[config.mk]
export PLATFORM = sky130hd
export DESIGN_NAME = coin_pair_unpacker
export DESIGN_NICKNAME = d
export VERILOG_FILES = /design/src/rtl/coin_pair_unpacker.sv
export SDC_FILE = /design/constraint.sdc
export NUM_CORES = 2
export LEC_CHECK = 0
export ABC_AREA = 1
export BUFFER_PORTS_ARGS = -buffer_cell sky130_fd_sc_hd__buf_2
export CELL_PAD_IN_SITES_DETAIL_PLACEMENT = 0
export CELL_PAD_IN_SITES_GLOBAL_PLACEMENT = 1
export CORE_MARGIN = 3
export CORE_UTILIZATION = 35
export DETAILED_ROUTE_END_ITERATION = 10
export PLACE_DENSITY_LB_ADDON = 0.1
export REMOVE_ABC_BUFFERS = 1
export SETUP_SLACK_MARGIN = 0.5
export SYNTH_ARGS = -nofsm -noshare
export SYNTH_HDL_FRONTEND = slang
export SYNTH_MEMORY_MAX_BITS = 65536
export SYNTH_SLANG_ARGS = --single-unit
[constraint.sdc]
create_clock -name clk_200M -period 12.42 [get_ports clk_200M]
set_input_delay 1.863 -clock clk_200M [delete_from_list [all_inputs] [get_ports clk_200M]]
set_output_delay 1.863 -clock clk_200M [all_outputs]
set_load 0.05 [all_outputs]
[src/rtl/coin_pair_unpacker.sv]
// -----------------------------------------------------------------------------
// coin_pair_unpacker
//
// Receiving end of the coincidence output stream. Each valid-only pair word
// from the coincidence core is registered, buffered in a small FIFO and
// serialised into a framed 32-bit valid/ready stream for the readout path:
//   W0     = {SYNC_WORD, seq}
//   W1..W8 = pair[31:0] .. pair[255:224]  (LSB word first)
//   W9     = {16'h0000, pair[271:256]}    (pair index)
//   W10    = XOR of W0..W9                (only with COIN_PAIR_UNPACKER_CHECKSUM_EN)
// m_last marks the final word of each frame. Strobes that find the FIFO full
// are discarded and counted in drop_cnt (saturating).
//
// Optional feature macro: COIN_PAIR_UNPACKER_CHECKSUM_EN (adds the W10 checksum).
//
// Ports:
//   clk_200M             in   system clock
//   rst_n                in   asynchronous active-low reset
//   coincidence_data     in   pair word, sampled when coincidence_data_en=1
//   coincidence_data_en  in   single-cycle strobe, no backpressure
//   m_data               out  output stream word (registered)
//   m_valid              out  m_data is valid
//   m_ready              in   downstream accepts on m_valid & m_ready
//   m_last               out  final word of a frame
//   fifo_level           out  occupied FIFO entries
//   drop_cnt             out  pairs dropped on overflow, saturates at 16'hFFFF
// -----------------------------------------------------------------------------
module coin_pair_unpacker #(
  parameter int          PAIR_DATA_WIDTH = 272,
  parameter int          FIFO_DEPTH      = 16,
  parameter int          FIFO_AW         = 4,
  parameter logic [15:0] SYNC_WORD       = 16'hA5C3
) (
  input  logic                       clk_200M,
  input  logic                       rst_n,
  input  logic [PAIR_DATA_WIDTH-1:0] coincidence_data,
  input  logic                       coincidence_data_en,
  output logic [31:0]                m_data,
  output logic                       m_valid,
  input  logic                       m_ready,
  output logic                       m_last,
  output logic [FIFO_AW:0]           fifo_level,
  output logic [15:0]                drop_cnt
);

  typedef enum logic [1:0] {S_IDLE, S_HDR, S_PAY, S_CHK} state_t;

  localparam logic [FIFO_AW:0] DEPTH_L = (FIFO_AW+1)'(FIFO_DEPTH);

  // Input capture stage: keeps the wide input bus off the FIFO write timing.
  logic                       r_in_en;
  logic [PAIR_DATA_WIDTH-1:0] r_in_data;

  // FIFO storage and pointers
  logic [PAIR_DATA_WIDTH-1:0] r_mem [FIFO_DEPTH];
  logic [FIFO_AW-1:0]         r_wr_ptr, r_rd_ptr;
  logic [FIFO_AW:0]           r_level;
  logic [15:0]                r_drop;
  logic                       w_full, w_empty, w_wr, w_drop, w_pop;
  logic [PAIR_DATA_WIDTH-1:0] w_head;

  // Serialiser state
  state_t                     r_state, w_state_nxt;
  logic [PAIR_DATA_WIDTH-1:0] r_frame, w_frame_nxt;
  logic [3:0]                 r_idx, w_idx_nxt;
  logic [15:0]                r_seq, w_seq_nxt;
  logic [31:0]                r_data, w_data_nxt;
  logic                       r_valid, w_valid_nxt;
  logic                       r_last, w_last_nxt;
  logic                       w_hs, w_start, w_end;
`ifdef COIN_PAIR_UNPACKER_CHECKSUM_EN
  logic [31:0]                r_chk, w_chk_nxt;
`endif

  // Payload word k (1..9) of a frame.
  function automatic logic [31:0] word_sel(input logic [PAIR_DATA_WIDTH-1:0] f,
                                           input logic [3:0] k);
    logic [2:0] s;
    s = 3'(k - 4'd1);
    if (k == 4'd9) return {16'h0000, f[PAIR_DATA_WIDTH-1 -: 16]};
    else           return f[{s, 5'b00000} +: 32];
  endfunction

  assign w_full  = (r_level == DEPTH_L);
  assign w_empty = (r_level == '0);
  // A pop in the same cycle frees the slot the write lands in.
  assign w_wr    = r_in_en && (!w_full || w_pop);
  assign w_drop  = r_in_en && !w_wr;
  assign w_head  = r_mem[r_rd_ptr];
  assign w_hs    = r_valid && m_ready;

  always_ff @(posedge clk_200M or negedge rst_n) begin
    if (!rst_n) begin
      r_in_en <= 1'b0;
    end else begin
      // NOTE: sequential state always uses non-blocking assignments so every
      // flop samples pre-edge values regardless of statement order.
      r_in_en <= coincidence_data_en;
    end
  end

  // NOTE: data-path storage (input data, FIFO array, frame register) is not
  // reset; validity is carried by r_in_en / r_level / r_state, which are.
  always_ff @(posedge clk_200M) begin
    r_in_data <= coincidence_data;
    if (w_wr) r_mem[r_wr_ptr] <= r_in_data;
    if (w_pop) r_frame <= w_frame_nxt;
  end

  always_ff @(posedge clk_200M or negedge rst_n) begin
    if (!rst_n) begin
      r_wr_ptr <= '0;
      r_rd_ptr <= '0;
      r_level  <= '0;
      r_drop   <= '0;
    end else begin
      if (w_wr)  r_wr_ptr <= r_wr_ptr + 1'b1;
      if (w_pop) r_rd_ptr <= r_rd_ptr + 1'b1;
      case ({w_wr, w_pop})
        2'b10:   r_level <= r_level + 1'b1;
        2'b01:   r_level <= r_level - 1'b1;
        default: r_level <= r_level;
      endcase
      if (w_drop && r_drop != 16'hFFFF) r_drop <= r_drop + 16'd1;
    end
  end

  // Serialiser state register
  always_ff @(posedge clk_200M or negedge rst_n) begin
    if (!rst_n) begin
      r_state <= S_IDLE;
      r_idx   <= '0;
      r_seq   <= '0;
      r_data  <= '0;
      r_valid <= 1'b0;
      r_last  <= 1'b0;
`ifdef COIN_PAIR_UNPACKER_CHECKSUM_EN
      r_chk   <= '0;
`endif
    end else begin
      r_state <= w_state_nxt;
      r_idx   <= w_idx_nxt;
      r_seq   <= w_seq_nxt;
      r_data  <= w_data_nxt;
      r_valid <= w_valid_nxt;
      r_last  <= w_last_nxt;
`ifdef COIN_PAIR_UNPACKER_CHECKSUM_EN
      r_chk   <= w_chk_nxt;
`endif
    end
  end

  // Serialiser next-state and next-output logic
  always_comb begin
    // NOTE: every signal gets a hold/default value first so no path through
    // the case statement can infer a latch.
    w_state_nxt = r_state;
    w_frame_nxt = r_frame;
    w_idx_nxt   = r_idx;
    w_seq_nxt   = r_seq;
    w_data_nxt  = r_data;
    w_valid_nxt = r_valid;
    w_last_nxt  = r_last;
    w_pop       = 1'b0;
    w_start     = 1'b0;
    w_end       = 1'b0;
`ifdef COIN_PAIR_UNPACKER_CHECKSUM_EN
    // Running XOR of accepted words; W10 = XOR(W0..W8) ^ W9.
    w_chk_nxt   = w_hs ? (r_chk ^ r_data) : r_chk;
`endif

    unique case (r_state)
      S_IDLE: w_start = !w_empty;
      S_HDR: begin
        if (w_hs) begin
          w_data_nxt  = word_sel(r_frame, 4'd1);
          w_idx_nxt   = 4'd1;
          w_state_nxt = S_PAY;
        end
      end
      S_PAY: begin
        if (w_hs) begin
          if (r_idx == 4'd9) begin
`ifdef COIN_PAIR_UNPACKER_CHECKSUM_EN
            w_data_nxt  = r_chk ^ r_data;
            w_last_nxt  = 1'b1;
            w_state_nxt = S_CHK;
`else
            w_end = 1'b1;
`endif
          end else begin
            w_idx_nxt  = r_idx + 4'd1;
            w_data_nxt = word_sel(r_frame, r_idx + 4'd1);
`ifndef COIN_PAIR_UNPACKER_CHECKSUM_EN
            w_last_nxt = (r_idx == 4'd8);
`endif
          end
        end
      end
`ifdef COIN_PAIR_UNPACKER_CHECKSUM_EN
      S_CHK: w_end = w_hs;
`endif
      default: w_state_nxt = S_IDLE;
    endcase

    if (w_end) begin
      w_seq_nxt   = r_seq + 16'd1;
      w_valid_nxt = 1'b0;
      w_last_nxt  = 1'b0;
      w_state_nxt = S_IDLE;
      w_start     = !w_empty;   // back-to-back frame, no bubble
    end

    if (w_start) begin
      w_pop       = 1'b1;
      w_frame_nxt = w_head;
      w_data_nxt  = {SYNC_WORD, w_seq_nxt};
      w_valid_nxt = 1'b1;
      w_last_nxt  = 1'b0;
      w_idx_nxt   = 4'd0;
      w_state_nxt = S_HDR;
`ifdef COIN_PAIR_UNPACKER_CHECKSUM_EN
      w_chk_nxt   = '0;
`endif
    end
  end

  assign m_data     = r_data;
  assign m_valid    = r_valid;
  assign m_last     = r_last;
  assign fifo_level = r_level;
  assign drop_cnt   = r_drop;

endmodule

==> results.cfg <==
[cts]
cts_resized = 0
clock_insertion_delay_worst_skew_ns = 1.06
htree_levels = 6
cts_buffers = 560
cts_root_buf = clkbuf_16
clk_pin_slew_ns = 0.06
cts_sinks = 4982
cts_setup_buffers = 0
cts_tree = yes
clk_path_buf_depth = 4
ctsHoldBuffers = 0

[die]
initial_utilization = 0.352
ios = 331
die_w_um = 738
coreArea_mm2 = 0.533
die_h_um = 738
rows = 268
die_area_mm2 = 0.545

[critical_path]
crit_top_cell = nand2_1
path_cells = buf_2, nand2_1, inv_1, nand2_1, nor2_4, o21ai_2, nand2_1, nand2_1, clkinv_1, nand2_1, nor2_4, buf_4, buf_4
arrival_ns = 6.37
required_ns = 13.07
cp_max_fo = 38
critPathSlowestCell = nor2_4
path_class = in -> reg
cpPeakStageDelay_ns = 0.93
startpoint_type = input pin
reg2reg_depth = 11
critPathCaptureType = flip-flop

[timing]
skew_ns = 0.0481
fin_crit_sh = 0.461
setup_ws_ns = 6.70
finalSetupViolCount = 0
relSlewSlack = 0.167
rsz0062_at_grt = no
worst_pin_slew_ns = 1.25
maxSlewViolCount = 0
fin_crit_ns = 5.72
fin_tns_setup_ns = 0
max_freq_mhz = 175
hold_viol = 0

[grt]
grt_pass1_wl_um = 874000
gr-total-overflow = 0
grt_pass1_vias = 116744
grt_usage = 0.218
antenna_found_initial = 39
grt_max_degree = 206

[finish]
final_cells = 21282
area_delta_synth_final_pct = 14.6
drive_above_1_share = 0.100
nets = 13916

[place]
dp_cells = 20218
pre_cts_slack_ns = 5.52
dp_hpwl_um = 316000
numPortBuffers = 330
gp_congestion = 0.772

[pwr]
powerDensity_mw_per_mm2 = 179
p_leak_nw = 67.9
p_comb_frac = 0.049
p_int_mw = 29.6
p_clk_frac = 0.426
netSwitchingPower_mw = 8.94
irDropWorstVdd_mv = 0.137
netSwitchingFraction = 0.232
p_seq_frac = 0.525

[logic_synthesis]
synth_area_mm2 = 0.188
synth_ff_type = edfxtp_1
synth-seq-area-share = 0.780
syn-instance-count = 13481
yosys_warnings = 0
synth_cell_types = 36
synth_edf_count = 4624
avgSynthCellArea_um2 = 13.9
async_flop_share = 0.0173
ys_seq_elements = 4982

[detailed_routing]
route.detailed.drc = 0
viasPerCell = 5.46
wl_met1_um = 274000
ant_nets = 0
wl_met3_um = 31400
wl_met2_um = 295000
wirelength_um = 616000
drtIter0Drc = 10419
firstDrtPassIters = 5
routedWlPerCell_um = 28.9
top_layer_used = met5
dr_total_vias = 116278

[hold_path]
hold_class = reg -> reg
min_path_cells = 2

[job]
maxCapViolations = 0

[outcome]
status = completed
critical path, delay by kind of cell:
family | cells | cell delay [ns]
AND/OR/NAND/NOR | 7 | 2.10
AO/OA/AOI/OAI | 1 | 0.26
buffers and inverters | 5 | 2.05
kinds of logic after synthesis:
group | share of synthesized area
compound gates | 0.124
xor+xnor | 0.00103
fa+ha+maj | 0.00104
buf+inv | 0.0231
flops | 0.780
simple gates | 0.0707
power groups by stage:
stage / Sequential (mW) / Clock (mW) / Combinational, mW
6_report: 20.2 / 16.4 / 1.88
5_1_grt: 20.3 / 17.5 / 2.03
4_1_cts: 20.2 / 16.8 / 1.95
3_5_place_dp: 20.6 / 0 / 1.95
3_3_place_gp: 20.5 / 0 / 1.93
2_1_floorplan: 21.0 / 0 / 0.848
Yosys cell counts, drive strengths merged, types with 4 or more instances:
master  instances  area share
nand3         223      0.0060
xor2           15     0.00070
a21oi          69      0.0018
o22ai         626       0.021
dfxtp         272       0.029
nand3b          7     0.00028
xnor2           7     0.00033
o221ai        519       0.024
nand2         723       0.014
o21ai        2507       0.067
nand4          11     0.00037
clkinv          4    0.000080
nor2         2450       0.049
clkbuf        701       0.014
buf           269      0.0074
edfxtp       4624        0.74
dfrtp          86       0.011
o211ai        251       0.010
ha             14     0.00093
or2             9     0.00030
nor3            7     0.00019
inv            83      0.0017
state kept, by name, summed over array words and instances, names as in the netlist, 2 cells and up:
| register | flops |
|---|---|
| drop_cnt | 16 |
| r_mem | 4352 |
| r_frame | 272 |
| r_wr_ptr | 4 |
| r_state | 2 |
| r_in_data | 272 |
| r_idx | 4 |
| r_rd_ptr | 4 |
| r_seq | 16 |
| m_data | 32 |
| fifo_level | 5 |
layout by cell type (no fill, tap or decap), types with 90 or more instances in the layout:
cell | Yosys | layout
nor2_1 | 2445 | 2428
nand3_1 | 222 | 222
buf_2 | 216 | 329
dfxtp_1 | 272 | 272
buf_4 | 15 | 178
o21ai_1 | 164 | 163
o22ai_1 | 626 | 626
clkinv_2 | 0 | 90
clkbuf_1 | 701 | 153
o211ai_1 | 251 | 251
o221ai_1 | 519 | 519
o21ai_0 | 2343 | 2343
edfxtp_1 | 4624 | 4624
nand2_1 | 722 | 717
clkbuf_16 | 0 | 569
per-layer routing:
layer | global-route usage | up-vias
li1 | - | 51265
met4 | 0.0562 | 2
met5 | 0 | -
met3 | 0.0265 | 800
met1 | 0.305 | 60691
met2 | 0.362 | 3520
path summary, 6_finish.rpt:
check | from | end | slack, ns
setup / recovery | m_ready | r_mem[10][256] | 6.70
hold / removal | m_data[21] | m_data[21] | 0.48
setup reg to reg | r_idx[2] | r_mem[10][256] | 6.89
hold reg to reg | m_data[21] | m_data[21] | 0.48
max in group asynchronous | rst_n | r_idx[2] | 10.20
min in group asynchronous | rst_n | drop_cnt[10] | 0.77
layout make-up:
| type | count | area, um2 |
|---|---|---|
| well taps | 7155 | 8950 |
| repair buffers | 552 | 3870 |
| fillers | 49196 | 318000 |
| multi-input cells | 7442 | 37100 |
| clock buffers | 770 | 15500 |
| inverters | 87 | 368 |
| flip-flops and latches | 4982 | 146000 |
| clock inverters | 264 | 2840 |
| diodes | 30 | 75.1 |
per-stage QoR:
stage	power (mW)	utilization	area [um2]	hold WS, ns
final	38.5	0.403	215000	0.480
after global routing	39.9	0.403	215000	0.494
after CTS	39.0	0.403	215000	0.481
after detailed placement	22.5	0.369	197000	0.465
after global placement	22.5	0.369	197000	0.472
after floorplan	21.8	-	184000	0.460
(Power assumes the default switching activity.)
